$ cat src/rtl/cpu_host_loader.sv
`default_nettype none
// ============================================================================
//  Module   : cpu_host_loader
//  Purpose  : Host-side initiator for the CPU external memory ports.
//             1. Streams a program into instruction memory (IMEM ext port).
//             2. Holds cpu_enable high for a programmed number of cycles.
//             3. Reads a window of data memory (DMEM ext port) back out
//                as a 64-bit valid/ready stream.
//  Revision : 1.0 - initial release
// ----------------------------------------------------------------------------
//  Parameters
//    IMEM_WORDS  instruction memory depth, 32-bit words (byte addr = 4*i)
//    DMEM_WORDS  data memory depth, 64-bit words (byte addr = 8*i)
//    LEN_W       width of the length / index inputs
//  Ports
//    clk, arst_n              clock, asynchronous active-low reset
//    start                    1-cycle pulse, latches lengths (IDLE only)
//    load_len, run_cycles     program length / CPU run length
//    dump_base, dump_len      data memory readback window
//    s_valid/s_ready/s_data   program word input stream
//    m_valid/m_ready/m_data   dump word output stream
//    addr_ext, wen_ext, ren_ext, wdata_ext            IMEM ext port
//    addr_ext_2, wen_ext_2, ren_ext_2, wdata_ext_2,
//    rdata_ext_2                                      DMEM ext port
//    cpu_enable               CPU run enable
//    busy, done               status (busy outside IDLE, done 1-cycle pulse)
//  Build option
//    LOADER_CHECKSUM_EN       adds load_csum[31:0] / dump_csum[63:0] outputs
//                             (XOR of accepted program words / emitted dump
//                             words, both cleared on an accepted start)
// ============================================================================
module cpu_host_loader #(
    parameter int IMEM_WORDS = 128,
    parameter int DMEM_WORDS = 128,
    parameter int LEN_W      = 16
) (
    input  logic             clk,
    input  logic             arst_n,
    input  logic             start,
    input  logic [LEN_W-1:0] load_len,
    input  logic [31:0]      run_cycles,
    input  logic [LEN_W-1:0] dump_base,
    input  logic [LEN_W-1:0] dump_len,
    input  logic             s_valid,
    output logic             s_ready,
    input  logic [31:0]      s_data,
    output logic             m_valid,
    input  logic             m_ready,
    output logic [63:0]      m_data,
    output logic [63:0]      addr_ext,
    output logic             wen_ext,
    output logic             ren_ext,
    output logic [31:0]      wdata_ext,
    output logic [63:0]      addr_ext_2,
    output logic             wen_ext_2,
    output logic             ren_ext_2,
    output logic [63:0]      wdata_ext_2,
    input  logic [63:0]      rdata_ext_2,
    output logic             cpu_enable,
    output logic             busy,
    output logic             done
`ifdef LOADER_CHECKSUM_EN
    ,
    output logic [31:0]      load_csum,
    output logic [63:0]      dump_csum
`endif
);

    // ------------------------------------------------------------------
    // Constants
    // ------------------------------------------------------------------
    localparam logic [LEN_W-1:0] c_imem_words = LEN_W'(IMEM_WORDS);
    localparam logic [LEN_W-1:0] c_dmem_words = LEN_W'(DMEM_WORDS);
    localparam logic [LEN_W-1:0] c_one        = LEN_W'(1);

    // ------------------------------------------------------------------
    // State encoding
    // ------------------------------------------------------------------
    typedef enum logic [2:0] {
        S_IDLE      = 3'd0,
        S_LOAD      = 3'd1,
        S_RUN       = 3'd2,
        S_DUMP_RD   = 3'd3,
        S_DUMP_WAIT = 3'd4,
        S_DUMP_OUT  = 3'd5,
        S_DONE      = 3'd6
    } state_t;

    state_t r_state;
    state_t w_next_state;

    // ------------------------------------------------------------------
    // Latched sequence parameters and progress counters
    // ------------------------------------------------------------------
    logic [LEN_W-1:0] r_load_len;
    logic [31:0]      r_run_cycles;
    logic [LEN_W-1:0] r_dump_base;
    logic [LEN_W-1:0] r_dump_len;
    logic [LEN_W-1:0] r_load_cnt;
    logic [31:0]      r_run_cnt;
    logic [LEN_W-1:0] r_dump_cnt;

    // Registered IMEM write port, CPU enable and dump data holding register
    logic             r_wen;
    logic [63:0]      r_addr;
    logic [31:0]      r_wdata;
    logic             r_cpu_en;
    logic [63:0]      r_m_data;

    // ------------------------------------------------------------------
    // Combinational helpers
    // ------------------------------------------------------------------
    logic             w_start_acc;
    logic             w_s_hs;
    logic             w_m_hs;
    logic             w_load_last;
    logic             w_run_end;
    logic             w_dump_last;
    logic [LEN_W-1:0] w_load_eff;
    logic [LEN_W-1:0] w_dump_avail;
    logic [LEN_W-1:0] w_dump_eff;
    logic [LEN_W-1:0] w_dump_idx;

    // start is only honoured in IDLE
    assign w_start_acc = (r_state == S_IDLE) && start;

    assign w_s_hs = s_valid && s_ready;
    assign w_m_hs = m_valid && m_ready;

    // Clamp the program length to the IMEM depth
    assign w_load_eff = (load_len > c_imem_words) ? c_imem_words : load_len;

    // Clamp the dump window so it never runs past the end of DMEM. The
    // subtraction wraps when dump_base is out of range, but that case is
    // forced to a zero length before the result is used.
    assign w_dump_avail = c_dmem_words - dump_base;
    assign w_dump_eff   = (dump_base >= c_dmem_words) ? '0 :
                          (dump_len > w_dump_avail)   ? w_dump_avail : dump_len;

    assign w_load_last = w_s_hs && (r_load_cnt == (r_load_len - c_one));
    assign w_run_end   = (r_run_cnt == r_run_cycles);
    assign w_dump_last = (r_dump_cnt == (r_dump_len - c_one));
    assign w_dump_idx  = r_dump_base + r_dump_cnt;

    // ------------------------------------------------------------------
    // FSM state register
    // ------------------------------------------------------------------
    always_ff @(posedge clk or negedge arst_n) begin
        if (!arst_n) begin
            r_state <= S_IDLE;
        end else begin
            r_state <= w_next_state;
        end
    end

    // ------------------------------------------------------------------
    // FSM next state and state-decoded outputs
    // ------------------------------------------------------------------
    always_comb begin
        w_next_state = r_state;
        s_ready      = 1'b0;
        ren_ext_2    = 1'b0;
        addr_ext_2   = '0;
        m_valid      = 1'b0;
        busy         = 1'b1;
        done         = 1'b0;

        case (r_state)
            S_IDLE: begin
                busy = 1'b0;
                if (start) begin
                    if (w_load_eff != '0) begin
                        w_next_state = S_LOAD;
                    end else if (run_cycles != 32'd0) begin
                        w_next_state = S_RUN;
                    end else if (w_dump_eff != '0) begin
                        w_next_state = S_DUMP_RD;
                    end else begin
                        w_next_state = S_DONE;
                    end
                end
            end

            // A non-empty load always exits through RUN, even with a zero
            // run length: that single RUN cycle (cpu_enable stays low) lets
            // the registered write of the last word retire before the DMEM
            // port can become active.
            S_LOAD: begin
                s_ready = 1'b1;
                if (w_load_last) begin
                    w_next_state = S_RUN;
                end
            end

            S_RUN: begin
                if (w_run_end) begin
                    w_next_state = (r_dump_len != '0) ? S_DUMP_RD : S_DONE;
                end
            end

            S_DUMP_RD: begin
                ren_ext_2    = 1'b1;
                addr_ext_2   = {{(61-LEN_W){1'b0}}, w_dump_idx, 3'b000};
                w_next_state = S_DUMP_WAIT;
            end

            // Read data arrives this cycle and is captured into r_m_data
            S_DUMP_WAIT: begin
                w_next_state = S_DUMP_OUT;
            end

            S_DUMP_OUT: begin
                m_valid = 1'b1;
                if (m_ready) begin
                    w_next_state = w_dump_last ? S_DONE : S_DUMP_RD;
                end
            end

            S_DONE: begin
                done         = 1'b1;
                w_next_state = S_IDLE;
            end

            default: begin
                w_next_state = S_IDLE;
            end
        endcase
    end

    // ------------------------------------------------------------------
    // Datapath: latched parameters, counters, registered memory port
    // ------------------------------------------------------------------
    always_ff @(posedge clk or negedge arst_n) begin
        if (!arst_n) begin
            r_load_len   <= '0;
            r_run_cycles <= '0;
            r_dump_base  <= '0;
            r_dump_len   <= '0;
            r_load_cnt   <= '0;
            r_run_cnt    <= '0;
            r_dump_cnt   <= '0;
            r_wen        <= 1'b0;
            r_addr       <= '0;
            r_wdata      <= '0;
            r_cpu_en     <= 1'b0;
            r_m_data     <= '0;
        end else begin
            // Single-cycle strobes by default
            r_wen    <= 1'b0;
            r_cpu_en <= 1'b0;

            case (r_state)
                S_IDLE: begin
                    if (start) begin
                        r_load_len   <= w_load_eff;
                        r_run_cycles <= run_cycles;
                        r_dump_base  <= dump_base;
                        r_dump_len   <= w_dump_eff;
                        r_load_cnt   <= '0;
                        r_run_cnt    <= '0;
                        r_dump_cnt   <= '0;
                    end
                end

                S_LOAD: begin
                    if (w_s_hs) begin
                        r_wen      <= 1'b1;
                        r_addr     <= {{(62-LEN_W){1'b0}}, r_load_cnt, 2'b00};
                        r_wdata    <= s_data;
                        r_load_cnt <= r_load_cnt + c_one;
                    end
                end

                // cpu_enable rises one cycle after RUN is entered and is
                // high for exactly r_run_cycles cycles; it is already low in
                // the first cycle after RUN.
                S_RUN: begin
                    if (!w_run_end) begin
                        r_cpu_en  <= 1'b1;
                        r_run_cnt <= r_run_cnt + 32'd1;
                    end
                end

                S_DUMP_WAIT: begin
                    r_m_data <= rdata_ext_2;
                end

                S_DUMP_OUT: begin
                    if (w_m_hs) begin
                        r_dump_cnt <= r_dump_cnt + c_one;
                    end
                end

                default: begin
                end
            endcase
        end
    end

    // ------------------------------------------------------------------
    // Optional checksums
    // ------------------------------------------------------------------
`ifdef LOADER_CHECKSUM_EN
    logic [31:0] r_load_csum;
    logic [63:0] r_dump_csum;

    always_ff @(posedge clk or negedge arst_n) begin
        if (!arst_n) begin
            r_load_csum <= '0;
            r_dump_csum <= '0;
        end else if (w_start_acc) begin
            r_load_csum <= '0;
            r_dump_csum <= '0;
        end else begin
            if (w_s_hs) begin
                r_load_csum <= r_load_csum ^ s_data;
            end
            if (w_m_hs) begin
                r_dump_csum <= r_dump_csum ^ r_m_data;
            end
        end
    end

    assign load_csum = r_load_csum;
    assign dump_csum = r_dump_csum;
`else
    // Only the checksum logic consumes the accepted-start strobe
    logic w_unused;
    assign w_unused = w_start_acc;
`endif

    // ------------------------------------------------------------------
    // Output assignments
    // ------------------------------------------------------------------
    assign addr_ext    = r_addr;
    assign wen_ext     = r_wen;
    assign wdata_ext   = r_wdata;
    assign ren_ext     = 1'b0;
    assign wen_ext_2   = 1'b0;
    assign wdata_ext_2 = '0;
    assign cpu_enable  = r_cpu_en;
    assign m_data      = r_m_data;

endmodule
`default_nettype wire

$ cat config.mk
export PLATFORM = sky130hd
export DESIGN_NAME = cpu_host_loader
export DESIGN_NICKNAME = d
export VERILOG_FILES = /design/src/rtl/cpu_host_loader.sv
export SDC_FILE = /design/constraint.sdc
export NUM_CORES = 1
export LEC_CHECK = 0
export BUFFER_PORTS_ARGS = -buffer_cell sky130_fd_sc_hd__buf_2
export CAP_MARGIN = 15
export CORE_AREA = 2 2 184 186
export DETAILED_ROUTE_END_ITERATION = 16
export DIE_AREA = 0 0 186 188
export PLACE_DENSITY = 0.73
export SYNTH_ARGS = -nofsm -noshare
export SYNTH_HDL_FRONTEND = slang
export SYNTH_SLANG_ARGS = --single-unit
$ cat constraint.sdc
create_clock -name clk -period 3.8 [get_ports clk]
set_clock_uncertainty 0.1 [all_clocks]
set_input_delay 0.19 -clock clk [delete_from_list [all_inputs] [get_ports clk]]
set_output_delay 0.19 -clock clk [all_outputs]
set_load 0.05 [all_outputs]
Yosys cells after proc, flatten, opt, wreduce, memory -nomap -nowiden:

Cells that the tools add are included.
Widths: inputs -> output; s select.

* $add $sub $neg: 7
* magnitude comparators: 3
* eq/ne operators: 16
* mux-type cells: 31
* reductions and logical operators: 17

Operators by type and width (count)
* $mux 16: 6
* $mux 32: 2
* $pmux 16 s2: 2
* $pmux 32 s2: 1
* $reduce_bool 16->1: 3
* $add 16x1->16 const B: 2
* $add 32x1->32 const B: 1
* $eq 16x16->1: 2
* $eq 32x32->1: 1
* $reduce_bool 32->1: 1
* $sub 16x1->16 const B: 2
* $mux 3: 9
* $mux 19: 1
* $pmux 3 s6: 1
* $add 16x16->16: 1
* $ge 16x8->1 const B: 1
* $gt 16x16->1: 1
* $gt 16x8->1 const B: 1
* $sub 8x16->16 const A: 1
* $ne 2x2->1 const B: 7
* $eq 3x3->1 const B: 3
* $mux 1: 9
* $reduce_and 3->1: 3
* $eq 3x2->1 const B: 2
* 6 further kinds: 11

* register bits: 261
* input bits: 181
* output and inout bits: 297
* logic and storage cells: 87

Longest topological paths before layout:

Gate-level depths: netlist of the first run.

* word-level depth: 10
* depth in mapped cells: 17
* mapped depth without buffers: 15

Least setup slack after synthesis of the first run:

Ideal clock, no wire load.

* path kind: input -> register
* start point: input dump_base[2]
* end point: register r_dump_len[1]
* setup time: 0.138 ns
* arrival: 3.308 ns
* data required time: 3.562 ns
* slack: 0.254 ns
* stages: 15
* buffers on the path: 3
* cells stage by stage: buf_2 -> nor3_1 -> a31oi_1 -> or4_1 -> xnor2_1 -> ha_1 -> nand4_1 -> nor4_1 -> a21bo_2 -> o211ai_1 -> and2_1 -> buf_2 -> buf_2 -> mux2i_1 -> o22ai_1

* longest elaborated chain between the ends: 4
* elaborated cells between the ends (all ways): 5
* classes of those cells: 1 x add/sub; 2 x order compare; 2 x mux

Ends and longest elaborated chain
* from (decl): RTL line 42 `input logic [LEN_W-1:0] dump_base,`
* $sub 8x16->16: RTL line 136 `assign w_dump_avail = c_dmem_words - dump_base;`
* $gt 16x16->1: RTL line 138 `(dump_len > w_dump_avail) ? w_dump_avail : dump_len;`
* $mux 16: RTL line 138
* $mux 16 (*): RTL line 137 `assign w_dump_eff = (dump_base >= c_dmem_words) ? '0 :`
* to (signal assigned): RTL line 258 `r_dump_len <= w_dump_eff;`
* to (decl): RTL line 98 `logic [LEN_W-1:0] r_dump_len;`

Mark *: on every way between the ends. The rest lies on a longest branch, timed or not.
A chain may end at the register's enable or synchronous reset.

Worst setup path in the final report of the first run:

* start point: register r_dump_cnt[0]
* end point: output addr_ext_2[17]

* longest elaborated chain between the ends: 2

Ends and longest elaborated chain
* from (decl): RTL line 101 `logic [LEN_W-1:0] r_dump_cnt;`
* from (signal assigned): RTL line 290 `r_dump_cnt <= r_dump_cnt + c_one;`
* $add 16x16->16: RTL line 143 `assign w_dump_idx = r_dump_base + r_dump_cnt;`
* $mux 19: RTL line 168 `case (r_state)`
* to (decl): RTL line 54 `output logic [63:0] addr_ext_2,`

No other way between the ends.

==> results.toml, run 1 <==
[status]
status = "complete, no violations"

[yosys]
syn_avg_cell_area_sq_um = 9.126
synthArstFlopShare_pct = 100.0
synth_top_cell_by_area = "dfrtp_1"
synthCells = 1643
yosysWarnings = 0
yosys_most_used_dff = "dfrtp_1"
ys_ff_latch = 261
ys_seq_area_share_pct = 43.56
synth_area_sq_um = 14990
synth_top_area_share_pct = 43.56
synth.distinct_cells = 72
synth_top_cells_by_area = "dfrtp_1 (44%), nand2_1 (9.1%), buf_4 (8.1%)"
synth-edff-count = 0

[finish]
instances_no_fill = 2606
area_growth_pct = 29.50
final_common_cell = "nand2_1"
final_layout_size_suffix_gt1_share_pct = 22.97
nets = 2354
mostFrequentLayoutCells = "nand2_1 (361), buf_2 (312), dfrtp_1 (260)"

[worst_setup_path]
start_kind = "register"
path_common_cell = "a21oi_2"
crit_fanout = 3
critPathKind = "register to primary output"
cp-end-kind = "primary output"
path_cells = "ha_1 -> fa_2 -> a21oi_2 -> o21ai_1 -> a2111oi_4 -> o31ai_2 -> or4_4 -> a21oi_2 -> xor2_1 -> nor2_1 -> buf_4"
crit_required_ps = 3510
crit_path_max_incr_delay_ps = 440
crit_arrival_ps = 3380
slowest_stage = "or4_4"

[global_route]
grt_overflow = 0
gr-usage-all-layers_pct = 23.10
grt_max_degree = 100
antenna_found_initial = 3
grt_pass1_vias = 12550
grt_pass1_wl_mm = 65.22

[cts]
clk_path_buf_depth = 3
cts.sinks = 261
cts_root_buf = "clkbuf_16"
cts_tree = "yes"
path_clk_slew_ps = 60
cts_inserted_buffers = 29
h-tree-depth = 1
clock_latency_ps = 560

[floorplanning]
dieArea_sq_um = 34970
initial_core_util_pct = 45.28
ios = 478
core_area_sq_um = 33110
die_x_um = 186
fp.dieH_um = 188
rows = 67

[detailed_routing]
wl_per_cell_um = 16.09
wl_met2_mm = 20.79
vias_per_cell = 5.005
dr.pass1.iters = 5
drc = 0
ant_nets = 0
top_layer_used = "met4"
met1_length_mm = 17.92
dr_wl_met3_mm = 2.233
dr.first_iter.drc_count = 706
vias = 13040
wl_mm = 41.93

[pwr]
ir_worst_vdd_mv = 0.3081
power_density_nw_per_um2 = 330.3
p_leak_nw = 10.29
power_mw = 6.414

[sta]
finalSetupViolations = 0
maxSlewHeadroom_pct = 41.17
tightest_slew_ps = 874.4
hold_slack_ps = 84.19
setup_ws_ps = 127.9
maxSlewViolCount = 0
max_clock_freq_mhz = 272.3
fin_crit_ps = 3672
min_period_over_period_pct = 96.63
setup_tns_ps = 0
finalHoldViolations = 0

[placed_design]
dp_slack_ps = -6.959
dp_hpwl_mm = 28.98
place_inst = 2369
gp_congestion = 0.8937
port_buffers = 315

[hold_path]
holdCritPathClass = "input pin to register"

[job]
maxCapViolCount = 0
## per-layer routing
layer  vias up  global-route usage, %
met5         -                      0
met4         0                  6.541
met3        77                  2.797
met2       488                  39.26
met1      6314                  30.95
li1       6165                      -
## Yosys cell counts (4+ instances only)
library cell	count
nand3_1	40
a21oi_1	37
and4_1	8
dfrtp_1	261
a2111oi_0	6
o31ai_1	5
a22o_1	4
buf_4	162
nand4_1	19
mux2_2	64
and2_1	22
a21o_1	5
xnor2_1	63
or4_1	6
a31oi_1	5
o21ai_0	43
mux2i_1	14
nor2_1	110
o22ai_1	6
nor3b_1	4
nor2b_1	5
or2_2	5
nand2_1	362
nor3_1	38
and3_1	12
a211oi_1	4
inv_1	44
nor4_1	31
o2111ai_1	5
nand2b_1	5
o211ai_1	6
buf_2	4
xor2_1	84
ha_1	38
or3_1	11
clkbuf_1	53
## report_power, final
group / internal [mW] / switching [mW] / total, mW
registers: 2.78 / 0.000412 / 2.78
logic: 0.257 / 0.576 / 0.833
clock network: 1.66 / 1.14 / 2.80
## sequential cells by signal (all words and copies together) (netlist names), 16 cells and up
signal and count:
m_data 64, r_run_cnt 32, r_run_cycles 32, wdata_ext 32
addr_ext 16, r_dump_base 16, r_dump_cnt 16, r_dump_len 16
r_load_cnt 16, r_load_len 16
## cells by family (layout without fill, tap and decap cells)
| kind of cell | Yosys count | count (layout) | synth area share (%) |
|---|---|---|---|
| and+or+nand+nor | 697 | 697 | 21.36 |
| buffers and inverters | 269 | 620 | 10.84 |
| DFF | 261 | 261 | 43.56 |
| AOI/OAI and AO/OA | 151 | 151 | 6.584 |
| xor gates and xnor gates | 147 | 147 | 8.586 |
| muxes | 78 | 78 | 5.741 |
| adders and majority gates | 39 | 39 | 3.304 |
| other | 1 | 165 | 0.02501 |
## critical path: cells and delay by family (launching register included)
family / cells / cell delay [ps]
simple gates: 2 / 510
compound gates: 5 / 950
flops: 1 / 410
fa+ha+maj: 2 / 580
xor+xnor: 1 / 170
buf+inv: 1 / 220
## layout make-up
| cell class | instances | area, sq um |
|---|---|---|
| Timing Repair Buffer | 523 | 3631 |
| Antenna cell | 3 | 7.507 |
| Clock inverter | 8 | 113.9 |
| Tap cell | 448 | 560.5 |
| Inverter | 45 | 168.9 |
| Sequential cell | 261 | 6533 |
| Fill cell | 2803 | 13700 |
| Multi-Input combinational cell | 1274 | 7561 |
| Clock buffer | 44 | 842.1 |
## final timing paths
| path | slack (ps) | cells after the start | end | startpoint |
|---|---|---|---|---|
| worst max-delay path | 130 | 11 | addr_ext_2[17] | r_dump_cnt[0]$_DFFE_PN0P_ |
| worst min-delay path | 80 | 5 | addr_ext[10]$_DFFE_PN0P_ | s_valid |
| worst max register to register | 620 | 8 | r_load_len[1]$_DFFE_PN0P_ | r_state[1]$_DFFE_PN0P_ |
| worst min register to register | 370 | 2 | addr_ext[3]$_DFFE_PN0P_ | addr_ext[3]$_DFFE_PN0P_ |
| max in group asynchronous | 2500 | 3 | m_data[50]$_DFFE_PN0N_ | arst_n |
| min in group asynchronous | 180 | 2 | m_data[19]$_DFFE_PN0N_ | arst_n |
## what timing repair did
| action | 4_1_cts | 5_1_grt |
|---|---|---|
| pin swaps | 2 | 7 |
| buffers inserted | 1 | 5 |
| endpoints found under the setup margin | 2 | 21 |
| hold endpoints to repair | 267 | 0 |
| resized for setup | 9 | 19 |
| hold buffers | 176 | 0 |
## through the flow
stage	instance area, sq um	util (%)
6_report	19420	58.64
5_1_grt	19420	58.64
4_1_cts	19280	58.23
3_5_place_dp	16530	49.93
3_3_place_gp	16530	49.93
2_1_floorplan	15600	-
Power figures use the tool's default switching activity.
==> inputs of run 2 (changes only) <==
- clock period: 3.8 -> 3.6 ns (I/O delays scaled with it)
==> run 2 against run 1 <==
Non-clock buffer count increased by 14. Global-route usage increased by 0.15 points. Register-to-register slack got worse by 100 ps. Setup slack got worse by 40 ps. Hold slack got worse by 41 ps. Clock-buffer cell count decreased by 4. Sequential power increased by 5%. Critical path depth increased by 4. Die area unchanged. Design area increased by 0.93%.
==> results.toml, run 2 (same netlist as run 1, synthesis figures left out) <==
[finish]
mostFrequentLayoutCells = "nand2_1 (361), buf_2 (308), dfrtp_1 (261)"
fin_util_pct = 59.18
area_growth_pct = 30.70
largest_reg_flops = 64
design_area_sq_um = 19600
final_layout_size_suffix_gt1_share_pct = 23.85
nets = 2367
instances_no_fill = 2619
final_common_cell = "nand2_1"

[worst_setup_path]
reg2reg_depth = 7
critPathKind = "input pin to register"
crit_path_max_incr_delay_ps = 610
crit_required_ps = 3930
cp_top_family = "simple AND/OR/NAND/NOR gates"
slowest_stage = "dlygate4sd3_1"
crit_arrival_ps = 3840
path_depth = 15
start_kind = "input pin"
path_cells = "dlygate4sd3_1 -> nor3_4 -> a31oi_4 -> or4_4 -> xnor2_4 -> ha_4 -> nand4_1 -> nor4_2 -> a21bo_2 -> o211ai_1 -> nand3_1 -> o221ai_2 -> buf_4 -> o22ai_1 -> a32o_1"
cp-end-kind = "register"
cp.buffers_inverters = 2
crit_fanout = 3

[detailed_routing]
vias_per_cell = 5.057
dr.first_iter.drc_count = 764
wl_per_cell_um = 16.12
dr.pass1.iters = 5
ant_nets = 0
wl_mm = 42.23
drc = 0
vias = 13250

[sta]
rsz0062_at_grt = "true"
finalHoldViolations = 0
fin_crit_ps = 3512
finalSetupViolations = 0
max_clock_freq_mhz = 284.7
min_period_over_period_pct = 97.57
maxSlewViolCount = 0
maxSlewHeadroom_pct = 41.62
setup_tns_ps = 0
tightest_slew_ps = 875.6

[global_route]
use_met3_pct = 2.933
use_met2_pct = 39.42
grt_max_degree = 110
grt_pass1_wl_mm = 65.56
grt_pass1_vias = 12680
busiest_layer = "met2"
antenna_found_initial = 3
grt_overflow = 0
groute.layer.met1.usage_pct = 30.29
gr-usage-all-layers_pct = 23.25

[pwr]
power_density_nw_per_um2 = 340.7
pwr-share-comb_pct = 13.5
p_sw_mw = 1.778
p_int_mw = 4.899
power_frac_seq_pct = 44.0
p_leak_nw = 10.38
ir_worst_vdd_mv = 0.3727
p_sw_share_pct = 26.63
clockPowerShare_pct = 42.6

[hold_path]
hold-path-cell-count = 5
holdCritPathClass = "input pin to register"

[floorplanning]
rows = 67
ios = 478
die_x_um = 186
core_area_sq_um = 33110
initial_core_util_pct = 45.28
fp.dieH_um = 188
dieArea_sq_um = 34970

[cts]
cts.sinks = 261
path_clk_slew_ps = 60
cts_tree = "yes"
cts_inserted_buffers = 28
h-tree-depth = 1
cts_root_buf = "clkbuf_16"
clk_path_buf_depth = 3
clock_latency_ps = 540

[placed_design]
placed_area_sq_um = 16640
gp_congestion = 0.8585
place_inst = 2383
dp_hpwl_mm = 29.11
port_buffers = 315

[status]
status = "complete, no violations"

[job]
maxCapViolCount = 0
## run 2: cell types whose count changed in the layout (fill, tap and decap cells not counted), sizes merged
cell / change
clkinv: +4
dlygate4sd3: -2
dlymetal6s4s: +1
inv: -1
clkbuf: -5
buf: +16
## run 2: layout make-up
class                           instances  area, sq um
Sequential cell                       261         6531
Fill cell                            2752        13520
Tap cell                              448        560.5
Antenna cell                            3        7.507
Clock buffer                           40        795.8
Multi-Input combinational cell       1274         7655
Clock inverter                         11        121.4
Inverter                               45        168.9
Timing Repair Buffer                  537         3757
## run 2: path summary, 6_finish.rpt
check	start	end	slack, ps
max	dump_base[2]	r_state[0]$_DFFE_PN0P_	90
min	load_len[12]	r_load_len[7]$_DFFE_PN0P_	40
max reg2reg	r_state[1]$_DFFE_PN0P_	r_load_len[0]$_DFFE_PN0P_	520
min reg2reg	addr_ext[3]$_DFFE_PN0P_	addr_ext[3]$_DFFE_PN0P_	370
max in group asynchronous	arst_n	r_load_cnt[12]$_DFFE_PN0P_	2310
min in group asynchronous	arst_n	m_data[16]$_DFFE_PN0N_	190
## run 2: what timing repair did
item	4_1_cts	5_1_grt
hold buffers	175	0
hold endpoints to repair	278	0
resized for setup	13	31
pin swaps	2	19
buffers inserted	2	8
endpoints found under the setup margin	4	26
## run 2: per-stage QoR
stage	setup WS, ps	hold slack [ps]	power, mW
floorplan	64.48	-215.6	3.602
global placement	70.56	194.2	3.697
detailed placement	-54.18	210.4	3.707
CTS	-27.87	10.25	6.725
global route	-40.11	46.74	6.926
finish	87.55	42.93	6.677
## run 2: layer usage
layer / wire [um] / vias to the layer above
met4: 1527 / 2
li1: - / 6222
met2: 20990 / 562
met1: 17370 / 6338
met3: 2325 / 121
met5: 13 / -
## run 2: power groups by stage
stage                     clock (mW)  sequential, mW  combinational (mW)
final                           2.84            2.93               0.900
after global routing            3.03            2.93               0.962
after CTS                       2.92            2.93               0.870
after detailed placement           0            2.99               0.719
after global placement             0            2.99               0.709
after floorplan                    0            2.99               0.612
## run 2: tightest hold or removal path: stages
cell,delay [ps]
buf_2,70
nor2_1,30
nand3_1,110
nor2_1,70
o21ai_0,160
